==> src/rtl/fixed_divider.sv <==
// fixed_divider: iterative signed Q15.48 restoring divider with valid/ready on input and output.
// Define FIXED_DIV_RADIX4_EN to retire two quotient bits per edge (56 steps instead of 112).
//
// Handshakes: a transfer happens on a rising edge where valid && ready are both high.
// in_ready is high only in IDLE. out_valid is high only in DONE, and the outputs stay
// stable until out_ready is seen.

module fixed_divider #(
   parameter int FRAC_BITS = 48,
   parameter int WIDTH     = 64
) (
   input  logic             clk,
   input  logic             reset,
   input  logic             in_valid,
   output logic             in_ready,
   input  logic [WIDTH-1:0] dividend,
   input  logic [WIDTH-1:0] divisor,
   output logic             out_valid,
   input  logic             out_ready,
   output logic [WIDTH-1:0] quotient,
   output logic             div_by_zero,
   output logic             overflow
);

   localparam int NUM_BITS = WIDTH + FRAC_BITS;
`ifdef FIXED_DIV_RADIX4_EN
   localparam int BITS_PER_STEP = 2;
`else
   localparam int BITS_PER_STEP = 1;
`endif
   localparam int STEPS = NUM_BITS / BITS_PER_STEP;
   localparam int CNT_W = $clog2(STEPS);
   localparam logic [CNT_W-1:0] LAST_CNT = CNT_W'(STEPS - 2);
   localparam logic [WIDTH-1:0] SAT_POS  = {1'b0, {(WIDTH-1){1'b1}}};
   localparam logic [WIDTH-1:0] SAT_NEG  = {1'b1, {(WIDTH-2){1'b0}}, 1'b1};

   typedef enum logic [1:0] {ST_IDLE, ST_DIVIDE, ST_DONE} state_t;

   state_t           r_state;
   logic [WIDTH-1:0] r_rem;
   logic [WIDTH-1:0] r_num;
   logic [WIDTH-1:0] r_dsr;
   logic [WIDTH-1:0] r_q;
   logic             r_sticky;
   logic             r_sign;
   logic [CNT_W-1:0] r_cnt;
   logic             r_valid;
   logic [WIDTH-1:0] r_quot;
   logic             r_dbz;
   logic             r_ovf;

   // One restoring step: returns {quotient bit, next remainder}. The shifted partial
   // remainder is WIDTH+1 bits; the new remainder is always below the divisor.
   function automatic logic [WIDTH:0] f_step(input logic [WIDTH-1:0] rem,
                                             input logic             bit_in,
                                             input logic [WIDTH-1:0] dsr);
      logic [WIDTH:0] sh;
      logic           ge;
      sh = {rem, bit_in};
      ge = (sh >= {1'b0, dsr});
      f_step = ge ? {1'b1, sh[WIDTH-1:0] - dsr} : {1'b0, sh[WIDTH-1:0]};
   endfunction

   logic             w_idle;
   logic [WIDTH-1:0] w_abs_dvd;
   logic [WIDTH-1:0] w_abs_dsr;
   logic [WIDTH-1:0] w_rem0, w_num0, w_dsr, w_q0;
   logic             w_st0;
   logic [WIDTH:0]   w_s1;
   logic [WIDTH-1:0] w_rem1, w_num1, w_q1;
   logic             w_st1;
   logic [WIDTH-1:0] w_rem_nx, w_num_nx, w_q_nx;
   logic             w_st_nx;
   logic             w_ovf_nx;
   logic [WIDTH-1:0] w_res_nx;

   assign w_idle    = (r_state == ST_IDLE);
   assign w_abs_dvd = dividend[WIDTH-1] ? -dividend : dividend;
   assign w_abs_dsr = divisor[WIDTH-1]  ? -divisor  : divisor;

   // The accept edge already performs the first step straight from the input
   // magnitudes, so the accept edge counts as the first edge of the latency.
   assign w_rem0 = w_idle ? '0        : r_rem;
   assign w_num0 = w_idle ? w_abs_dvd : r_num;
   assign w_dsr  = w_idle ? w_abs_dsr : r_dsr;
   assign w_q0   = w_idle ? '0        : r_q;
   assign w_st0  = w_idle ? 1'b0      : r_sticky;

   assign w_s1   = f_step(w_rem0, w_num0[WIDTH-1], w_dsr);
   assign w_rem1 = w_s1[WIDTH-1:0];
   assign w_q1   = {w_q0[WIDTH-2:0], w_s1[WIDTH]};
   assign w_st1  = w_st0 | w_q0[WIDTH-1];
   assign w_num1 = {w_num0[WIDTH-2:0], 1'b0};

`ifdef FIXED_DIV_RADIX4_EN
   logic [WIDTH:0] w_s2;
   assign w_s2     = f_step(w_rem1, w_num1[WIDTH-1], w_dsr);
   assign w_rem_nx = w_s2[WIDTH-1:0];
   assign w_q_nx   = {w_q1[WIDTH-2:0], w_s2[WIDTH]};
   assign w_st_nx  = w_st1 | w_q1[WIDTH-1];
   assign w_num_nx = {w_num1[WIDTH-2:0], 1'b0};
`else
   assign w_rem_nx = w_rem1;
   assign w_q_nx   = w_q1;
   assign w_st_nx  = w_st1;
   assign w_num_nx = w_num1;
`endif

   // Anything with a bit at or above the sign position cannot be represented.
   assign w_ovf_nx = w_st_nx | w_q_nx[WIDTH-1];
   assign w_res_nx = w_ovf_nx ? (r_sign ? SAT_NEG : SAT_POS)
                              : (r_sign ? -w_q_nx : w_q_nx);

   always_ff @(posedge clk or posedge reset) begin
      if (reset) begin
         r_state  <= ST_IDLE;
         r_rem    <= '0;
         r_num    <= '0;
         r_dsr    <= '0;
         r_q      <= '0;
         r_sticky <= 1'b0;
         r_sign   <= 1'b0;
         r_cnt    <= '0;
         r_valid  <= 1'b0;
         r_quot   <= '0;
         r_dbz    <= 1'b0;
         r_ovf    <= 1'b0;
      end else begin
         case (r_state)
            ST_IDLE: begin
               if (in_valid) begin
                  if (divisor == '0) begin
                     r_state <= ST_DONE;
                     r_valid <= 1'b1;
                     r_quot  <= dividend[WIDTH-1] ? SAT_NEG : SAT_POS;
                     r_dbz   <= 1'b1;
                     r_ovf   <= 1'b1;
                  end else begin
                     r_state  <= ST_DIVIDE;
                     r_rem    <= w_rem_nx;
                     r_num    <= w_num_nx;
                     r_dsr    <= w_abs_dsr;
                     r_q      <= w_q_nx;
                     r_sticky <= w_st_nx;
                     r_sign   <= dividend[WIDTH-1] ^ divisor[WIDTH-1];
                     r_cnt    <= '0;
                  end
               end
            end
            ST_DIVIDE: begin
               r_rem    <= w_rem_nx;
               r_num    <= w_num_nx;
               r_q      <= w_q_nx;
               r_sticky <= w_st_nx;
               r_cnt    <= r_cnt + CNT_W'(1);
               if (r_cnt == LAST_CNT) begin
                  r_state <= ST_DONE;
                  r_valid <= 1'b1;
                  r_quot  <= w_res_nx;
                  r_dbz   <= 1'b0;
                  r_ovf   <= w_ovf_nx;
               end
            end
            ST_DONE: begin
               if (out_ready) begin
                  r_state <= ST_IDLE;
                  r_valid <= 1'b0;
               end
            end
            default: r_state <= ST_IDLE;
         endcase
      end
   end

   assign in_ready    = w_idle;
   assign out_valid   = r_valid;
   assign quotient    = r_quot;
   assign div_by_zero = r_dbz;
   assign overflow    = r_ovf;

endmodule
==> config.mk <==
export PLATFORM = sky130hd
export DESIGN_NAME = fixed_divider
export DESIGN_NICKNAME = d
export VERILOG_FILES = /design/src/rtl/fixed_divider.sv
export SDC_FILE = /design/constraint.sdc
export NUM_CORES = 1
export LEC_CHECK = 0
export CORE_ASPECT_RATIO = 1.5
export CORE_MARGIN = 8
export CORE_UTILIZATION = 61
export CTS_BUF_LIST = sky130_fd_sc_hd__clkbuf_4 sky130_fd_sc_hd__clkbuf_8 sky130_fd_sc_hd__clkbuf_16
export CTS_CLUSTER_DIAMETER = 200
export DETAILED_ROUTE_END_ITERATION = 7
export PLACE_DENSITY = 0.9
export SKIP_LAST_GASP = 1
export SLEW_MARGIN = 20
export SYNTH_ARGS = -nofsm -noshare
export SYNTH_HDL_FRONTEND = slang
export SYNTH_SLANG_ARGS = --single-unit
==> constraint.sdc <==
create_clock -name clk -period 35.7 [get_ports clk]
set_input_delay 7.14 -clock clk [delete_from_list [all_inputs] [get_ports clk]]
set_output_delay 7.14 -clock clk [all_outputs]
set_load 0.01 [all_outputs]
==> impl_metrics.yaml <==
setup_path:
  required_ns: 36.12
  crit_top_cell: "or4_1"
  crit_buf_inv: 3
  crit_path_top_delay_cell: "or3_1"
  r2r-start: "r_state[1]"
  path_class: "primary input to flop"
  arrival_ns: 14.86
  startpoint: "divisor[21]"
  critPathMaxStageDelay_ns: 0.60
  endpoint_kind: "flop"
  crit_family: "simple AND/OR/NAND/NOR gates"
  setup.worst_path.start_class: "primary input"
  worstPathMaxFanout: 31
sta:
  setup_ws_ns: 21.26
  layout_min_cycle_time_ns: 14.44
  fmax_mhz: 69.3
  setup_tns_ns: 0
  slew_headroom_pct: 26.4
  hold_viol: 0
  maxSlewViolCount: 0
  setup_viol: 0
  skew_ns: 0.0269
  tightest_slew_ns: 1.10
  rsz0062_at_grt: "false"
  finalCritPeriodShare_pct: 40.4
  hold_slack_ns: 0.470
clock_network:
  postCtsHoldBufs: 0
  cts_tree: "yes"
  cts_resized: 0
  numCtsBuffers: 34
  clock-sinks: 333
  clockRootBuffer: "clkbuf_16"
  worstSkewPairLatency_ns: 0.54
  clk_pin_slew_ns: 0.06
  cts.htree.levels: 2
  cts_max_path_buffers: 3
  postCtsSetupBuffers: 0
global_route:
  antenna_found_initial: 2
  grt_max_degree: 133
  grt_pass1_vias: 21955
  grt_util_all_layers_pct: 30.3
  grt_overflow: 0
  grt_pass1_wl_mm: 111
yosys:
  yosysWarnings: 0
  yosysSeqAreaShare_pct: 36.3
  post-synth-top-area-cell: "dfrtp_1"
  synth_cells: 2867
  avgSynthCellArea_sq_um: 8.00
  yosysUniqueCellTypes: 85
  mappedNetlistArea_sq_um: 22900
  synth_top_cell_area_share_pct: 36.3
  netlist_top_cells_area: "dfrtp_1, a21oi_1, nor2_1, xor2_1, o21ai_0"
  async_flop_share_pct: 100
  synth_nets: 3069
  yosys_most_used_dff: "dfrtp_1"
  synth_edf_count: 0
  synth-seq-cells: 333
min_path:
  min_path_type: "flop to flop"
  min-delay-start: "r_rem[23]"
run:
  cap_violations: 0
drt:
  via_count: 22069
  ant_nets: 0
  wirelength_mm: 68.7
  vias_per_cell: 6.42
  wire_per_inst_microns: 20.0
  drtPass1Iterations: 6
  drt_iter0_markers: 2021
  drc: 0
place:
  dpl.hpwl_mm: 48.9
  place_area_sq_um: 25000
  port_buffers: 199
  place_worst_setup_slack_ns: 20.76
  gp_congestion: 1.00
run_status:
  status: "complete, no violations"
floorplanning:
  start_util_pct: 61.4
  die_x_microns: 174
  die_area_sq_um: 44200
  ios: 200
  design.core.area_sq_um: 37300
  num_rows: 87
  dieHeight_microns: 253
finish:
  area_growth_pct: 14.3
  finish.instance_area_sq_um: 26200
  final_nets: 3127
  drive_gt1_share_pct: 5.22
  fillers: 2951
pwr:
  peakVddDrop_uv: 65.1
  leakagePower_nw: 11.0
  power.density_nw_per_um2: 99.4
-- cell families after synthesis --
group / after synthesis / synth area share [%]
XOR/XNOR: 223 / 8.52
multiplexers: 11 / 0.491
flip-flops: 333 / 36.3
adder cells (fa/ha/maj): 70 / 3.85
AND/OR/NAND/NOR: 1048 / 21.2
AO/OA/AOI/OAI: 947 / 25.5
buffers and inverters: 235 / 4.09
-- placed cells by master, fill, tap and decap left out, types with 25 or more instances in the layout --
cell / Yosys / routed
ha_1: 69 / 69
nor2_1: 439 / 437
and2_1: 66 / 66
nand3_1: 40 / 40
a21o_1: 30 / 30
xor2_1: 173 / 173
a31oi_1: 33 / 33
a21oi_1: 339 / 339
a22o_1: 61 / 61
dfrtp_1: 333 / 332
clkbuf_16: 0 / 35
xnor2_1: 50 / 50
o21ai_1: 25 / 25
clkdlybuf4s50_1: 0 / 197
o21ai_0: 230 / 230
nand4_1: 33 / 33
o31ai_1: 50 / 50
nor3_1: 42 / 42
nand2_1: 256 / 256
buf_4: 1 / 29
or3_1: 39 / 38
-- routing by layer --
layer / vias up / share of wire [%] / global-route usage, %
li1: 10337 / - / -
met1: 10518 / 37 / 34.1
met2: 965 / 51 / 54.0
met3: 249 / 6.1 / 4.10
met4: 0 / 5.9 / 18.5
met5: - / 0 / 0
-- worst min-delay path, cell delays in order (launching register included) --
cell and delay [ns]:
dfrtp_1 0.33, nand2_1 0.04, o21ai_0 0.06
-- cell usage after synthesis (13+ instances only) --
cell type and instances:
a22o_1 61, a31oi_1 33, nand2b_1 20, buf_1 19, clkbuf_1 150, nor4_1 23, nand2_1 256, nor3_1 42
or2_2 13, buf_2 36, a22oi_1 15, a21o_1 30, o21ai_0 230, nand4_1 33, inv_1 26, xor2_1 173
ha_1 69, a211oi_1 13, o211ai_1 21, and2_1 66, nor2_1 439, or3_1 39, o21bai_1 15, a21oi_1 339
nand3_1 40, xnor2_1 50, or4_1 18, and3_1 17, o31ai_1 50, o21ai_1 25, dfrtp_1 333, o41ai_1 21
-- registers in the layout (all words and copies together), names as in the netlist --
register / count
r_dsr: 64
div_by_zero: 1
r_q: 64
r_num: 63
quotient: 64
r_sticky: 1
overflow: 1
r_sign: 1
r_state: 2
r_rem: 64
out_valid: 1
r_cnt: 7
-- final cells by class --
type | count | area, sq um | area share (%)
clock inverter | 13 | 173 | 0.659
sequential | 333 | 8330 | 31.8
timing repair buffer | 229 | 2230 | 8.53
tap | 489 | 612 | 2.34
inverter | 28 | 113 | 0.430
multi-input combinational | 2299 | 13700 | 52.3
clock buffer | 47 | 1020 | 3.90
antenna | 2 | 5.00 | 0.0191
-- where the power goes --
part | leakage (nW) | internal, W | switching, W
sequential | 4.16 | 0.000524 | 0.0000859
clock | 0.600 | 0.000224 | 0.000155
combinational | 6.24 | 0.000599 | 0.00102
-- final timing paths --
check / to / slack (ns) / cells after the start
min reg2reg: r_rem[23] / 0.47 / 2
max in group asynchronous: quotient[49] / 27.07 / 3
min: r_rem[23] / 0.47 / 2
min in group asynchronous: r_num[33] / 7.17 / 2
max reg2reg: quotient[58] / 28.37 / 23
max: quotient[20] / 21.26 / 26
-- through the flow --
step           power (W)  utilization (%)  instances
6_report         0.00260             70.2       3440
3_5_place_dp     0.00220             66.8       3377
2_1_floorplan    0.00175                -       2867
5_1_grt          0.00280             70.2       3440
4_1_cts          0.00259             70.0       3437
3_3_place_gp     0.00215             66.8       3377
(Power assumes the default switching activity.)
